**config.mk**
```make
export PLATFORM = sky130hd
export DESIGN_NAME = player_motion_ctrl_flat
export DESIGN_NICKNAME = d
export VERILOG_FILES = /design/src/rtl/player_motion_ctrl_if.sv /design/src/rtl/player_motion_ctrl.sv /design/src/flat_wrapper.sv
export SDC_FILE = /design/constraint.sdc
export NUM_CORES = 1
export LEC_CHECK = 0
export ABC_AREA = 1
export BUFFER_PORTS_ARGS = -buffer_cell sky130_fd_sc_hd__buf_2
export CAP_MARGIN = 10
export CORE_MARGIN = 2
export CORE_UTILIZATION = 53
export CTS_BUF_LIST = sky130_fd_sc_hd__clkbuf_8
export CTS_CLUSTER_DIAMETER = 60
export DETAILED_ROUTE_END_ITERATION = 8
export PLACE_DENSITY = 0.76
export SLEW_MARGIN = 40
export SYNTH_ARGS = -nofsm -noshare
export SYNTH_HDL_FRONTEND = slang
export SYNTH_SLANG_ARGS = --single-unit
```
**constraint.sdc**
```tcl
create_clock -name Clk -period 2.6 [get_ports Clk]
set_clock_uncertainty 0.05 [all_clocks]
set_input_delay 0.52 -clock Clk [delete_from_list [all_inputs] [get_ports Clk]]
set_output_delay 0.52 -clock Clk [all_outputs]
set_load 0.005 [all_outputs]
```
**src/rtl/player_motion_ctrl_if.sv**
```systemverilog
// Signal bundle between the keyboard/collision logic and the player motion
// controller; master drives frame/key/collision inputs, slave returns sprite state.
interface player_motion_ctrl_if;
   logic        frame_vs;
   logic [15:0] keycode;
   logic        initialize_level;
   logic        hit;
   logic [3:0]  wall_block;
   logic [9:0]  player_x;
   logic [9:0]  player_y;
   logic        player_visible;
   logic        dead_pulse;
   logic [7:0]  death_count;

   modport master (
      output frame_vs, keycode, initialize_level, hit, wall_block,
      input  player_x, player_y, player_visible, dead_pulse, death_count
   );

   modport slave (
      input  frame_vs, keycode, initialize_level, hit, wall_block,
      output player_x, player_y, player_visible, dead_pulse, death_count
   );
endinterface

```
**src/rtl/player_motion_ctrl.sv**
```systemverilog
// Per-frame player sprite controller: moves the player square from WASD keys once per
// vsync, handles death/blink/respawn and keeps a saturating death counter.
module player_motion_ctrl #(
   parameter int X_MIN        = 0,
   parameter int X_MAX        = 639,
   parameter int Y_MIN        = 0,
   parameter int Y_MAX        = 479,
   parameter int SIZE         = 12,
   parameter int STEP         = 1,
   parameter int SPAWN_X      = 100,
   parameter int SPAWN_Y      = 240,
   parameter int DEATH_FRAMES = 30
) (
   input  logic                 Clk,
   input  logic                 Reset,
   player_motion_ctrl_if.slave  bus
);

   localparam int CW = $clog2(DEATH_FRAMES + 1);

   localparam logic signed [10:0] STEP_S = 11'(STEP);
   localparam logic signed [10:0] X_LO   = 11'(X_MIN);
   localparam logic signed [10:0] X_HI   = 11'(X_MAX - SIZE + 1);
   localparam logic signed [10:0] Y_LO   = 11'(Y_MIN);
   localparam logic signed [10:0] Y_HI   = 11'(Y_MAX - SIZE + 1);

   localparam logic [7:0] KEY_W = 8'h1A;
   localparam logic [7:0] KEY_A = 8'h04;
   localparam logic [7:0] KEY_S = 8'h16;
   localparam logic [7:0] KEY_D = 8'h07;

   typedef enum logic [0:0] {
      ALIVE = 1'b0,
      DYING = 1'b1
   } state_t;

   state_t        state_q, state_d;
   logic [9:0]    x_q, x_d;
   logic [9:0]    y_q, y_d;
   logic          vis_q, vis_d;
   logic          pulse_q, pulse_d;
   logic [7:0]    deaths_q, deaths_d;
   logic [CW-1:0] cnt_q, cnt_d;
   logic          vs_r1_q, vs_r1_d;
   logic          vs_r2_q, vs_r2_d;

   logic          tick;
   logic          key_w, key_a, key_s, key_d;
   logic signed [10:0] dx, dy, nx, ny;
   logic [9:0]    x_mov, y_mov;
   logic [CW-1:0] cnt_dec;

   // Rising edge of the active-low vsync marks the end of the sync pulse.
   assign vs_r1_d = bus.frame_vs;
   assign vs_r2_d = vs_r1_q;
   assign tick    = vs_r1_q & ~vs_r2_q;

   // State register.
   always_ff @(posedge Clk or posedge Reset) begin
      if (Reset) begin
         state_q  <= ALIVE;
         x_q      <= 10'(SPAWN_X);
         y_q      <= 10'(SPAWN_Y);
         vis_q    <= 1'b1;
         pulse_q  <= 1'b0;
         deaths_q <= 8'd0;
         cnt_q    <= '0;
         vs_r1_q  <= 1'b1;
         vs_r2_q  <= 1'b1;
      end else begin
         // NOTE: non-blocking assignments so every flop samples pre-edge values.
         state_q  <= state_d;
         x_q      <= x_d;
         y_q      <= y_d;
         vis_q    <= vis_d;
         pulse_q  <= pulse_d;
         deaths_q <= deaths_d;
         cnt_q    <= cnt_d;
         vs_r1_q  <= vs_r1_d;
         vs_r2_q  <= vs_r2_d;
      end
   end

   // Key decode, wall blocking and edge clamping of the candidate position.
   always_comb begin
      // NOTE: every variable gets a default first so no latch is inferred.
      key_w = (bus.keycode[7:0] == KEY_W) || (bus.keycode[15:8] == KEY_W);
      key_a = (bus.keycode[7:0] == KEY_A) || (bus.keycode[15:8] == KEY_A);
      key_s = (bus.keycode[7:0] == KEY_S) || (bus.keycode[15:8] == KEY_S);
      key_d = (bus.keycode[7:0] == KEY_D) || (bus.keycode[15:8] == KEY_D);

      dx = '0;
      dy = '0;
      if (key_d) dx = dx + STEP_S;
      if (key_a) dx = dx - STEP_S;
      if (key_s) dy = dy + STEP_S;
      if (key_w) dy = dy - STEP_S;

      if (dx > 11'sd0 && bus.wall_block[0]) dx = '0;
      if (dx < 11'sd0 && bus.wall_block[2]) dx = '0;
      if (dy > 11'sd0 && bus.wall_block[1]) dy = '0;
      if (dy < 11'sd0 && bus.wall_block[3]) dy = '0;

      nx = $signed({1'b0, x_q}) + dx;
      ny = $signed({1'b0, y_q}) + dy;

      if (nx < X_LO)      x_mov = X_LO[9:0];
      else if (nx > X_HI) x_mov = X_HI[9:0];
      else                x_mov = nx[9:0];

      if (ny < Y_LO)      y_mov = Y_LO[9:0];
      else if (ny > Y_HI) y_mov = Y_HI[9:0];
      else                y_mov = ny[9:0];
   end

   // Next-state logic; initialize_level overrides everything, every cycle.
   always_comb begin
      state_d = state_q;
      if (bus.initialize_level) begin
         state_d = ALIVE;
      end else if (tick) begin
         case (state_q)
            ALIVE:   if (bus.hit) state_d = DYING;
            DYING:   if (cnt_q == CW'(1)) state_d = ALIVE;
            default: state_d = ALIVE;
         endcase
      end
   end

   // Output / datapath next values.
   always_comb begin
      x_d      = x_q;
      y_d      = y_q;
      vis_d    = vis_q;
      pulse_d  = 1'b0;
      deaths_d = deaths_q;
      cnt_d    = cnt_q;
      cnt_dec  = cnt_q - CW'(1);

      if (bus.initialize_level) begin
         x_d   = 10'(SPAWN_X);
         y_d   = 10'(SPAWN_Y);
         vis_d = 1'b1;
         cnt_d = '0;
      end else if (tick) begin
         case (state_q)
            ALIVE: begin
               if (bus.hit) begin
                  cnt_d   = CW'(DEATH_FRAMES);
                  pulse_d = 1'b1;
                  if (deaths_q != 8'hFF) deaths_d = deaths_q + 8'd1;
               end else begin
                  x_d = x_mov;
                  y_d = y_mov;
               end
            end
            DYING: begin
               if (cnt_q == CW'(1)) begin
                  x_d   = 10'(SPAWN_X);
                  y_d   = 10'(SPAWN_Y);
                  vis_d = 1'b1;
                  cnt_d = '0;
               end else begin
                  // Blink follows bit 2 of the freshly decremented counter.
                  cnt_d = cnt_dec;
                  vis_d = ~cnt_dec[2];
               end
            end
            default: ;
         endcase
      end
   end

   assign bus.player_x       = x_q;
   assign bus.player_y       = y_q;
   assign bus.player_visible = vis_q;
   assign bus.dead_pulse     = pulse_q;
   assign bus.death_count    = deaths_q;

endmodule

```
**src/flat_wrapper.sv**
```systemverilog
// flat-port wrapper written by rule: the top's interface ports become plain ports
module player_motion_ctrl_flat 
#(
   parameter int X_MIN        = 0,
   parameter int X_MAX        = 639,
   parameter int Y_MIN        = 0,
   parameter int Y_MAX        = 479,
   parameter int SIZE         = 12,
   parameter int STEP         = 1,
   parameter int SPAWN_X      = 100,
   parameter int SPAWN_Y      = 240,
   parameter int DEATH_FRAMES = 30
)
  (Clk, Reset, bus_frame_vs, bus_keycode, bus_initialize_level, bus_hit, bus_wall_block, bus_player_x, bus_player_y, bus_player_visible, bus_dead_pulse, bus_death_count);
  player_motion_ctrl_if bus_i ();
  input  logic Clk;
  input  logic Reset;
  input wire logic [$bits(bus_i.frame_vs)-1:0] bus_frame_vs;
  input wire logic [$bits(bus_i.keycode)-1:0] bus_keycode;
  input wire logic [$bits(bus_i.initialize_level)-1:0] bus_initialize_level;
  input wire logic [$bits(bus_i.hit)-1:0] bus_hit;
  input wire logic [$bits(bus_i.wall_block)-1:0] bus_wall_block;
  output wire logic [$bits(bus_i.player_x)-1:0] bus_player_x;
  output wire logic [$bits(bus_i.player_y)-1:0] bus_player_y;
  output wire logic [$bits(bus_i.player_visible)-1:0] bus_player_visible;
  output wire logic [$bits(bus_i.dead_pulse)-1:0] bus_dead_pulse;
  output wire logic [$bits(bus_i.death_count)-1:0] bus_death_count;
  assign bus_i.frame_vs = bus_frame_vs;
  assign bus_i.keycode = bus_keycode;
  assign bus_i.initialize_level = bus_initialize_level;
  assign bus_i.hit = bus_hit;
  assign bus_i.wall_block = bus_wall_block;
  assign bus_player_x = bus_i.player_x;
  assign bus_player_y = bus_i.player_y;
  assign bus_player_visible = bus_i.player_visible;
  assign bus_dead_pulse = bus_i.dead_pulse;
  assign bus_death_count = bus_i.death_count;
  player_motion_ctrl #(.X_MIN(X_MIN), .X_MAX(X_MAX), .Y_MIN(Y_MIN), .Y_MAX(Y_MAX), .SIZE(SIZE), .STEP(STEP), .SPAWN_X(SPAWN_X), .SPAWN_Y(SPAWN_Y), .DEATH_FRAMES(DEATH_FRAMES)) u_core (.Clk(Clk), .Reset(Reset), .bus(bus_i));
endmodule
```
==> qor.log <==
qor: critical_path.r2r_slack 0.26 ns
qor: sta.setup_ws -0.786 ns
qor: detailed_routing.antenna_violating_nets_left 0
qor: grt.first_global_vias 3087
qor: logic_synthesis.syn-mean-instance-area 6.95 um2
qor: place.numPortBuffers 54
qor: cells_and_area.finalCoreUtilization 79.3%
qor: cells_and_area.n_antenna_cell 0
qor: detailed_routing.drtIter0Drc 125
qor: power_and_ir_drop.peak_vdd_ir 0.551 mV
qor: sta.rsz0062_at_grt true
qor: floorplan.design.die.area 0.00658 mm2
qor: power_and_ir_drop.share_comb_of_total_power 19.1%
qor: logic_synthesis.asyncSetResetFlopFracSynth 100%
qor: floorplan.fp.coreArea 0.00585 mm2
qor: power_and_ir_drop.power_per_cell_area 349 mW/mm2
qor: power_and_ir_drop.net-switching-power 431 uW
qor: run.maxCapViolCount 0
qor: outcome.run_status finished, violations left
qor: place.placedCellCount 629
qor: outcome.failed_checks negative setup slack
qor: sta.max_clock_freq 0.295 GHz
qor: detailed_routing.drt_first_pass_iters 5
qor: detailed_routing.wire_per_inst 13.1 um
qor: detailed_routing.drt_wl_total 8600 um
qor: cells_and_area.area.growth.synth_to_final 47.1%
qor: cts.cts_buffer_depth 2
qor: logic_synthesis.syn_area 0.00315 mm2
qor: critical_path.path_class in2reg
qor: logic_synthesis.ys_types 40
qor: cells_and_area.final_nets 633
qor: cts.clkSinkCount 38
qor: logic_synthesis.synth_net_count 508
qor: logic_synthesis.netlist_top_cells_count 139 x sky130_fd_sc_hd__nand2_1, 85 x sky130_fd_sc_hd__inv_1, 32 x sky130_fd_sc_hd__nand3_1
qor: cts.numCtsBuffers 5
qor: critical_path.critPathMaxFanout 4
qor: cells_and_area.design_area 0.00464 mm2
qor: power_and_ir_drop.power_leakage 2.62 nW
qor: grt.grt_start_max_net_pins 39
qor: sta.finalMaxSlewViolations 0
qor: cts.cts_root_buf sky130_fd_sc_hd__clkbuf_8
qor: cts.worst_skew_pair.late_latency 0.29 ns
qor: sta.total_negative_setup_slacks -12.17 ns
qor: logic_synthesis.synth.yosys.seq_area_share 30.5%
qor: place.dp_wirelength 5820 um
qor: sta.final.period_utilization 130%
qor: critical_path.worst_ep_arrival 3.51 ns
qor: logic_synthesis.synth.top_cells.by_area sky130_fd_sc_hd__dfrtp_1 22%, sky130_fd_sc_hd__nand2_1 17%, sky130_fd_sc_hd__ha_1 11%, sky130_fd_sc_hd__inv_1 10%, sky130_fd_sc_hd__dfstp_2 8.3%
qor: floorplan.ioPinCount 55
qor: sta.fin_crit 3.39 ns
qor: critical_path.crit_family simple AND/OR/NAND/NOR gates
qor: cts.tritoncts_clock_tree built
qor: logic_synthesis.top_cell_type_s_share_of_synthesized_area 22.2%
qor: cells_and_area.layoutNonFillerInstCount 655
qor: sta.report.final.setup_viol 19
qor: cts.cts-hold-fix-buffers 0
qor: power_and_ir_drop.pwr-share-seq 43.3%
qor: critical_path.critical-path-slowest-cell sky130_fd_sc_hd__fa_2
qor: floorplan.row_count 28
qor: cells_and_area.area.sequential 963 um2
qor: logic_synthesis.post-synth-top-count-cell sky130_fd_sc_hd__nand2_1
qor: grt.track_usage 24.2%
qor: floorplan.die_w 81.1 um
qor: power_and_ir_drop.power.share.switching 26.7%
qor: grt.antenna_found_initial 0
qor: detailed_routing.via_count 3403
qor: place.placed_area 0.00399 mm2
qor: sta.worst_slew_pin_slew 0.460 ns
qor: critical_path.r2r-start u_core.bus.player_y[0]
qor: logic_synthesis.synth_enable_flop_cells 0
qor: cells_and_area.fillCellCount 398
qor: floorplan.start_util 53.9%
qor: cells_and_area.share_of_final_layout_standard_cells_stronger_than_drive_strength_1 42.4%
qor: hold_path.hp-class in2async
qor: power_and_ir_drop.portion_of_total_power_attributed_to_the_clock_network 37.6%
qor: critical_path.timing.critical_path.from bus_keycode[7]
qor: logic_synthesis.synth.yosys.warnings 0
qor: critical_path.cp-end-kind flip-flop
qor: detailed_routing.route.detailed.drc 0
qor: critical_path.cp_cell_sequence buf_6, nor2_4, inv_2, nor2_2, nand2_1, inv_2, nand4_1, o21a_1, ha_2, a221oi_2, ha_2, inv_2, fa_2, inv_2, or2_4, nand2_2, nand3_2, nand2_1, nand2_1, nand4_1, nand2_2, o21ai_2, nand2_1
qor: cts.cts.clk_slew.worst_paths 0.08 ns
qor: sta.finalHoldViolCount 0
qor: sta.hold_slack 0.274 ns
qor: grt.overflow 0
qor: critical_path.critPathRequiredTime 2.73 ns
qor: logic_synthesis.yosysTopAreaCell sky130_fd_sc_hd__dfrtp_1
qor: critical_path.slowest_delay 0.53 ns
qor: place.place.gp.congestion 0.865
qor: cells_and_area.multi_input_area 0.00229 mm2
qor: detailed_routing.drt-vias-per-instance 5.20
qor: logic_synthesis.synthesis.instances 454
qor: sta.timing.max_slew.rel_slack 69.3%
qor: logic_synthesis.dominantRegCellSynth sky130_fd_sc_hd__dfrtp_1
qor: grt.grt_first_pass_wirelength 12700 um
qor: critical_path.cp-start-kind input port
qor: power_and_ir_drop.internal-power 1.19 mW
qor: critical_path.cp.buffers_inverters 5
qor: logic_synthesis.postSynthRegisterBits 38
qor: cts.cts_max_level 2
qor: floorplan.die_h 81.1 um
## sequential cells by signal (all words and copies together) (netlist names)
signal,cells
u_core.bus.dead_pulse,1
u_core.bus.death_count,8
u_core.bus.player_visible,1
u_core.bus.player_x,10
u_core.bus.player_y,10
u_core.cnt_q,5
u_core.state_q,1
u_core.vs_r1_q,1
u_core.vs_r2_q,1
## placed cells by master (no fill, tap or decap), types with 6 or more instances in the layout
| cell type | Yosys | final |
|---|---|---|
| sky130_fd_sc_hd__nor2_4 | 2 | 8 |
| sky130_fd_sc_hd__ha_4 | 0 | 8 |
| sky130_fd_sc_hd__inv_1 | 85 | 71 |
| sky130_fd_sc_hd__nand2_4 | 1 | 9 |
| sky130_fd_sc_hd__dfrtp_1 | 28 | 28 |
| sky130_fd_sc_hd__buf_4 | 1 | 60 |
| sky130_fd_sc_hd__xnor2_1 | 7 | 7 |
| sky130_fd_sc_hd__nand2_2 | 8 | 15 |
| sky130_fd_sc_hd__nand3_1 | 32 | 21 |
| sky130_fd_sc_hd__a21oi_1 | 16 | 11 |
| sky130_fd_sc_hd__nor2_1 | 31 | 24 |
| sky130_fd_sc_hd__nand3b_1 | 6 | 6 |
| sky130_fd_sc_hd__buf_2 | 1 | 51 |
| sky130_fd_sc_hd__clkbuf_8 | 0 | 6 |
| sky130_fd_sc_hd__dfstp_2 | 10 | 10 |
| sky130_fd_sc_hd__nand4_1 | 6 | 6 |
| sky130_fd_sc_hd__nand3_2 | 5 | 15 |
| sky130_fd_sc_hd__a21oi_2 | 2 | 7 |
| sky130_fd_sc_hd__ha_1 | 27 | 16 |
| sky130_fd_sc_hd__inv_2 | 0 | 13 |
| sky130_fd_sc_hd__buf_6 | 0 | 6 |
| sky130_fd_sc_hd__nand2_1 | 139 | 124 |
## area by class of cell
cell class              instances  area share (%)
clock buffers                   6            1.78
multi-input cells             330            49.5
clock inverters                 2            1.29
repair buffers                119            17.5
well taps                      75            2.02
flip-flops and latches         38            20.8
inverters                      85            7.15
## layer usage
metal  share of wire (%)  track usage [%]  vias to the layer above
met1                  42             28.9                     1611
met3                 4.5             4.56                       14
met2                  53             45.6                       93
met5                   0                0                        -
met4                0.93             4.07                        0
li1                    -                -                     1685
## what timing repair did
action | 4_1_cts | 5_1_grt
gates cloned | 0 | 1
pin swaps | 28 | 19
endpoints found under the setup margin | 19 | 19
gates resized for setup | 23 | 55
setup buffers | 9 | 8
## path summary, 6_finish.rpt
check                                         end  cells after the start
max                        u_core.bus.player_y[8]                     23
min                        u_core.bus.player_y[8]                      3
max reg2reg                u_core.bus.player_y[8]                     13
min reg2reg                        u_core.vs_r2_q                      0
max in group asynchronous  u_core.bus.player_x[6]                      3
min in group Clk                   u_core.vs_r1_q                      1
## tightest hold or removal path, delay by kind of cell
kind     cells  cell delay (ns)
buf+inv      3             0.53
## power by group through the flow
stage               sequential, mW  clock (mW)  combinational [mW]
global route                 0.709       0.643               0.351
CTS                          0.701       0.617               0.300
global placement             0.706           0               0.277
finish                       0.701       0.608               0.309
floorplan                    0.702           0               0.181
detailed placement           0.708           0               0.289
## kinds of logic after synthesis
group / Yosys count / share of synthesized area (%)
flops: 38 / 30.5
xor+xnor: 10 / 2.78
compound gates: 42 / 7.93
simple gates: 247 / 35.9
fa+ha+maj: 29 / 12.0
mux: 1 / 0.357
buf+inv: 87 / 10.5
## through the flow
stage                     worst slack [ns]  total power [mW]
after floorplan                     -0.590             0.883
after global placement              -0.955             0.983
after detailed placement             -1.01             0.996
after CTS                           -0.629              1.62
after global routing                -0.903              1.70
final                               -0.786              1.62
Note: power is estimated with default switching activity, not from simulation.
